### src/rtl/alu_pkg.sv
// Shared encodings for the alu and the alu_arbiter that fronts it.
// Control and FSM constants are plain localparams for legacy tools.
package alu_pkg;

    localparam logic [2:0] ALU_ADD = 3'b000;
    localparam logic [2:0] ALU_SUB = 3'b001;
    localparam logic [2:0] ALU_AND = 3'b010;
    localparam logic [2:0] ALU_OR  = 3'b011;

    localparam logic [1:0] S_IDLE = 2'd0;
    localparam logic [1:0] S_EXEC = 2'd1;
    localparam logic [1:0] S_RESP = 2'd2;

    localparam int DATA_W = 32;

endpackage

### src/rtl/alu.sv
// Combinational 32-bit alu: add, sub, and, or with carry/zero/negative.
// Control[2] is accepted for encoding compatibility but has no effect.
module alu
    import alu_pkg::*;
(
    input  logic [31:0] A,
    input  logic [31:0] B,
    input  logic [2:0]  Control,
    output logic [31:0] Result,
    output logic        Carry,
    output logic        Zero,
    output logic        Negative
);

    logic [32:0] sum;
    logic        unused_ctrl;

    assign unused_ctrl = Control[2];

    always_comb begin
        sum    = '0;
        Result = '0;
        Carry  = 1'b0;
        unique case (Control[1:0])
            ALU_ADD[1:0]: begin
                sum    = {1'b0, A} + {1'b0, B};
                Result = sum[31:0];
                Carry  = sum[32];
            end
            ALU_SUB[1:0]: begin
                // Subtract as A + ~B + 1 so Carry means "no borrow".
                sum    = {1'b0, A} + {1'b0, ~B} + 33'd1;
                Result = sum[31:0];
                Carry  = sum[32];
            end
            ALU_AND[1:0]: Result = A & B;
            ALU_OR[1:0]:  Result = A | B;
            default:      Result = '0;
        endcase
    end

    assign Zero     = (Result == 32'd0);
    assign Negative = Result[31];

endmodule

### src/rtl/alu_arbiter.sv
// Round-robin front end sharing one alu among NUM_REQ requesters.
// One op in flight: IDLE accepts, EXEC computes, RESP holds the answer.
module alu_arbiter
    import alu_pkg::*;
#(
    parameter int NUM_REQ = 2,
    parameter int SRC_W   = 1
) (
    input  logic                  clk,
    input  logic                  rst,
    input  logic [NUM_REQ-1:0]    req_valid,
    output logic [NUM_REQ-1:0]    req_ready,
    input  logic [32*NUM_REQ-1:0] req_a,
    input  logic [32*NUM_REQ-1:0] req_b,
    input  logic [3*NUM_REQ-1:0]  req_ctrl,
    output logic                  rsp_valid,
    input  logic                  rsp_ready,
    output logic [31:0]           rsp_result,
    output logic                  rsp_carry,
    output logic                  rsp_zero,
    output logic                  rsp_negative,
    output logic [SRC_W-1:0]      rsp_src,
    output logic                  busy
);

    logic [1:0]       state_q, state_d;
    logic [SRC_W-1:0] rr_ptr_q, rr_ptr_d;
    logic [31:0]      a_q, a_d;
    logic [31:0]      b_q, b_d;
    logic [2:0]       ctrl_q, ctrl_d;
    logic [SRC_W-1:0] src_q, src_d;

    logic             rsp_valid_q, rsp_valid_d;
    logic [31:0]      rsp_result_q, rsp_result_d;
    logic             rsp_carry_q, rsp_carry_d;
    logic             rsp_zero_q, rsp_zero_d;
    logic             rsp_neg_q, rsp_neg_d;
    logic [SRC_W-1:0] rsp_src_q, rsp_src_d;

    logic             idle;
    logic             gnt_found;
    logic [SRC_W-1:0] gnt_idx;
    logic [SRC_W:0]   scan;
    logic [31:0]      a_sel;
    logic [31:0]      b_sel;
    logic [2:0]       ctrl_sel;
    logic             hs;

    logic [31:0]      alu_res;
    logic             alu_carry;
    logic             alu_zero;
    logic             alu_neg;

    assign idle = (state_q == S_IDLE);

    // Scan from rr_ptr upward with wrap; first valid requester wins.
    always_comb begin
        gnt_found = 1'b0;
        gnt_idx   = '0;
        scan      = '0;
        for (int k = 0; k < NUM_REQ; k++) begin
            scan = {1'b0, rr_ptr_q} + (SRC_W+1)'(k);
            if (scan >= (SRC_W+1)'(NUM_REQ))
                scan = scan - (SRC_W+1)'(NUM_REQ);
            if (!gnt_found && req_valid[scan[SRC_W-1:0]]) begin
                gnt_found = 1'b1;
                gnt_idx   = scan[SRC_W-1:0];
            end
        end
    end

    always_comb begin
        req_ready = '0;
        a_sel     = '0;
        b_sel     = '0;
        ctrl_sel  = '0;
        for (int i = 0; i < NUM_REQ; i++) begin
            if (gnt_idx == SRC_W'(i)) begin
                req_ready[i] = idle && gnt_found;
                a_sel        = req_a[32*i +: 32];
                b_sel        = req_b[32*i +: 32];
                ctrl_sel     = req_ctrl[3*i +: 3];
            end
        end
    end

    assign hs = idle && gnt_found;

    alu u_alu (
        .A        (a_q),
        .B        (b_q),
        .Control  (ctrl_q),
        .Result   (alu_res),
        .Carry    (alu_carry),
        .Zero     (alu_zero),
        .Negative (alu_neg)
    );

    always_comb begin
        state_d      = state_q;
        rr_ptr_d     = rr_ptr_q;
        a_d          = a_q;
        b_d          = b_q;
        ctrl_d       = ctrl_q;
        src_d        = src_q;
        rsp_valid_d  = rsp_valid_q;
        rsp_result_d = rsp_result_q;
        rsp_carry_d  = rsp_carry_q;
        rsp_zero_d   = rsp_zero_q;
        rsp_neg_d    = rsp_neg_q;
        rsp_src_d    = rsp_src_q;
        unique case (state_q)
            S_IDLE: begin
                if (hs) begin
                    a_d      = a_sel;
                    b_d      = b_sel;
                    ctrl_d   = ctrl_sel;
                    src_d    = gnt_idx;
                    rr_ptr_d = (gnt_idx == SRC_W'(NUM_REQ-1)) ?
                               '0 : gnt_idx + 1'b1;
                    state_d  = S_EXEC;
                end
            end
            S_EXEC: begin
                rsp_result_d = alu_res;
                rsp_carry_d  = alu_carry;
                rsp_zero_d   = alu_zero;
                rsp_neg_d    = alu_neg;
                rsp_src_d    = src_q;
                rsp_valid_d  = 1'b1;
                state_d      = S_RESP;
            end
            S_RESP: begin
                if (rsp_ready) begin
                    rsp_valid_d = 1'b0;
                    state_d     = S_IDLE;
                end
            end
            default: begin
                rsp_valid_d = 1'b0;
                state_d     = S_IDLE;
            end
        endcase
    end

    always_ff @(posedge clk) begin
        if (!rst) begin
            state_q      <= S_IDLE;
            rr_ptr_q     <= '0;
            a_q          <= '0;
            b_q          <= '0;
            ctrl_q       <= '0;
            src_q        <= '0;
            rsp_valid_q  <= 1'b0;
            rsp_result_q <= '0;
            rsp_carry_q  <= 1'b0;
            rsp_zero_q   <= 1'b0;
            rsp_neg_q    <= 1'b0;
            rsp_src_q    <= '0;
        end else begin
            state_q      <= state_d;
            rr_ptr_q     <= rr_ptr_d;
            a_q          <= a_d;
            b_q          <= b_d;
            ctrl_q       <= ctrl_d;
            src_q        <= src_d;
            rsp_valid_q  <= rsp_valid_d;
            rsp_result_q <= rsp_result_d;
            rsp_carry_q  <= rsp_carry_d;
            rsp_zero_q   <= rsp_zero_d;
            rsp_neg_q    <= rsp_neg_d;
            rsp_src_q    <= rsp_src_d;
        end
    end

    assign rsp_valid    = rsp_valid_q;
    assign rsp_result   = rsp_result_q;
    assign rsp_carry    = rsp_carry_q;
    assign rsp_zero     = rsp_zero_q;
    assign rsp_negative = rsp_neg_q;
    assign rsp_src      = rsp_src_q;
    assign busy         = !idle;

endmodule

### config.mk
export PLATFORM = sky130hd
export DESIGN_NAME = alu_arbiter
export DESIGN_NICKNAME = d
export VERILOG_FILES = /design/src/rtl/alu_pkg.sv /design/src/rtl/alu.sv /design/src/rtl/alu_arbiter.sv
export SDC_FILE = /design/constraint.sdc
export NUM_CORES = 1
export LEC_CHECK = 0
export ABC_AREA = 0
export BUFFER_PORTS_ARGS = -buffer_cell sky130_fd_sc_hd__clkbuf_2
export CAP_MARGIN = 20
export CORE_MARGIN = 2
export CORE_UTILIZATION = 35
export CTS_CLUSTER_SIZE = 16
export DETAILED_ROUTE_END_ITERATION = 8
export GPL_TIMING_DRIVEN = 0
export PLACE_DENSITY = 0.54
export SETUP_SLACK_MARGIN = 0.2
export SYNTH_ARGS = -nofsm -noshare
export SYNTH_HDL_FRONTEND = slang
export SYNTH_SLANG_ARGS = --single-unit
export TNS_END_PERCENT = 100
### constraint.sdc
create_clock -name clk -period 3.5 [get_ports clk]
set_input_delay 0.175 -clock clk [delete_from_list [all_inputs] [get_ports clk]]
set_output_delay 0.175 -clock clk [all_outputs]
set_load 0.005 [all_outputs]
==> flow_summary.toml <==
[flow_run]
cap_violations = 0

[clock_tree]
root_buffer = "clkbuf_16"
clkTransAtPathRegs_ns = 0.09
clk_latency_ns = 0.37
cts_tree = "yes"
clockBufferDepth = 2
numCtsBuffers = 9
htree_levels = 3
cts_sinks = 106

[worst_setup_path]
path_max_fanout = 3
worstPathArrival_ns = 3.75
worst-setup-path-type = "flip-flop to flip-flop"
cp.required_ns = 3.79
endpoint_kind = "flip-flop"
critPathLaunchType = "flip-flop"
rrSetupSlack_ns = 0.04

[timing]
report.final.slew_viol_count = 0
hold_violations = 0
setup_viol = 0
skew_ns = 0.0113
period_minus_slack_ns = 3.46
rsz0062_at_grt = "true"
tightest_slew_ns = 1.08
finalCritPeriodShare = 0.988
slew_headroom = 0.276
fmax_mhz = 289

[detailed_routing]
vias = 9989
drt_first_pass_iters = 6
vias_per_cell = 5.77
routed_wl_um = 36400
drcViolationCount = 0
top_layer_used = "met4"
drt_iter0_drc = 1093
drtAntennaViolNets = 0
wl_per_cell_um = 21.0
wl_met3_um = 2580
wl_met2_um = 15500
met1_length_um = 17200

[yosys]
ys_warn_count = 0
ys_types = 88
synthCells = 1176
synth_top_area_cell = "dfxtp_1"
avgSynthCellArea_sq_um = 7.64
synth-async-reset-ratio = 0
yosys_most_used_dff = "dfxtp_1"
synth_area_sq_um = 8990
yosysSeqAreaShare = 0.236
syn_nets = 1413
synth_area_leaders = "dfxtp_1 24%, ha_1 13%, a222oi_1 7.4%"
synth-edff-count = 0
synth_seq_cells = 106
synth_top_cell_area_share = 0.236

[grt]
antenna_found_initial = 0
grt_pass1_vias = 9447
overflow = 0
grt.total_usage = 0.266
grt_pass1_wl_um = 54600
grt_max_degree = 20

[layout]
fillers = 2570
n_antenna_cell = 0
multi_input_area_sq_um = 6700
final_cells = 1732
regArea_sq_um = 2160
post-route-util = 0.458
drive_gt1_frac = 0.281
syn_to_final_growth_pct = 28.2
layout.nets = 1634
final_cell_mix = "185 x clkbuf_2, 165 x nor2_1, 98 x inv_1"
final_common_cell = "clkbuf_2"
final_area_sq_um = 11500

[placement]
dpl.cell_count = 1682
place_hpwl_um = 28100
place_area_sq_um = 10300
numPortBuffers = 176
gp_congestion = 0.954

[floorplanning]
fp-row-count = 58
dieArea_sq_um = 27000
coreArea_sq_um = 25200
start_util = 0.357
die_w_um = 164
io_pins = 179
die_y_um = 164

[pwr]
p_per_area_nw_per_um2 = 458
p_total_w = 0.00527
max-vdd-ir-drop_v = 0.000223
p_leak_nw = 4.80

[run_status]
status = "finished, final reports clean"

[worst_hold_path]
hold_class = "input port to flip-flop"
## registers in the layout (all words and copies together), names as in the netlist
signal      count
rsp_zero        1
ctrl_q          2
rsp_result     32
rsp_valid       1
src_q           1
a_q            32
rr_ptr_q        1
b_q            32
rsp_src         1
state_q         2
rsp_carry       1
## logic make-up (layout without fill, tap and decap cells)
logic type	Yosys count	in the layout	synth area share
multiplexers	18	18	0.0273
adder cells (fa/ha/maj)	98	98	0.138
AND/OR/NAND/NOR	380	380	0.191
AO/OA/AOI/OAI	362	362	0.298
flip-flops	106	106	0.236
buffers and inverters	184	410	0.0819
XOR/XNOR	28	28	0.0273
## stage by stage
| step | TNS, ns | hold WS [ns] | worst slack (ns) |
|---|---|---|---|
| after floorplan | 0 | 0.297 | 0.381 |
| final | 0 | 0.0526 | 0.0421 |
| after CTS | -0.0143 | 0.0499 | -0.0143 |
| after global routing | -0.0463 | 0.0667 | -0.0463 |
| after detailed placement | -1.45 | 0.439 | -0.568 |
| after global placement | -1.19 | 0.432 | -0.497 |
## metal layers
layer / GRT usage / vias to the layer above
li1: - / 4725
met1: 0.383 / 4752
met2: 0.403 / 450
met3: 0.0331 / 62
met4: 0.103 / 0
met5: 0 / -
## worst max-delay path, stage by stage, from the launching register on
cell      delay, ns
dfxtp_2        0.34
inv_2          0.07
ha_4           0.13
inv_2          0.03
fa_2           0.33
nor2b_4        0.15
o221ai_4       0.22
a311oi_4       0.16
a211oi_2       0.38
o221ai_2       0.18
xnor2_2        0.20
a221oi_4       0.11
or3_4          0.43
nor4_4         0.28
nand4b_1       0.18
o31ai_2        0.19
## worst paths after layout
| check | startpoint | endpoint | cells past startpoint |
|---|---|---|---|
| setup / recovery | a_q[0]$_SDFFE_PN0P_ | rsp_zero$_SDFFE_PN0P_ | 15 |
| hold / removal | req_b[18] | b_q[18]$_SDFFE_PN0P_ | 3 |
| setup reg to reg | a_q[0]$_SDFFE_PN0P_ | rsp_zero$_SDFFE_PN0P_ | 15 |
| hold reg to reg | rsp_result[24]$_SDFFE_PN0P_ | rsp_result[24]$_SDFFE_PN0P_ | 2 |
## layout make-up
class,instances,area share
Buffer,77,0.0317
Clock buffer,10,0.0207
Tap cell,330,0.0358
Clock inverter,6,0.00738
Timing Repair Buffer,210,0.100
Multi-Input combinational cell,886,0.581
Sequential cell,106,0.187
Inverter,107,0.0352
## synth_stat cells, drive strengths merged (9+ instances only)
cell / instances
o31ai: 13
nand2: 89
a211oi: 18
nor2: 171
mux2i: 11
nor2b: 17
a311oi: 9
a21oi: 95
dfxtp: 106
nor3: 18
inv: 106
o211ai: 10
clkbuf: 48
buf: 29
a31oi: 10
a222oi: 66
nand3: 19
nor4: 11
o21ai: 55
xnor2: 24
ha: 96
## timing repair
item	CTS	global route
hold buffers	0	0
setup buffers	20	14
pin swaps	33	40
setup endpoints to repair	14	13
gates resized for setup	91	84
## power breakdown
group          total, W  switching [W]  internal (W)
Sequential      0.00143       0.000109       0.00132
Combinational   0.00269        0.00162       0.00106
Clock           0.00115       0.000559      0.000594
Total           0.00527        0.00229       0.00298
Note: power is estimated with default switching activity, not from simulation.
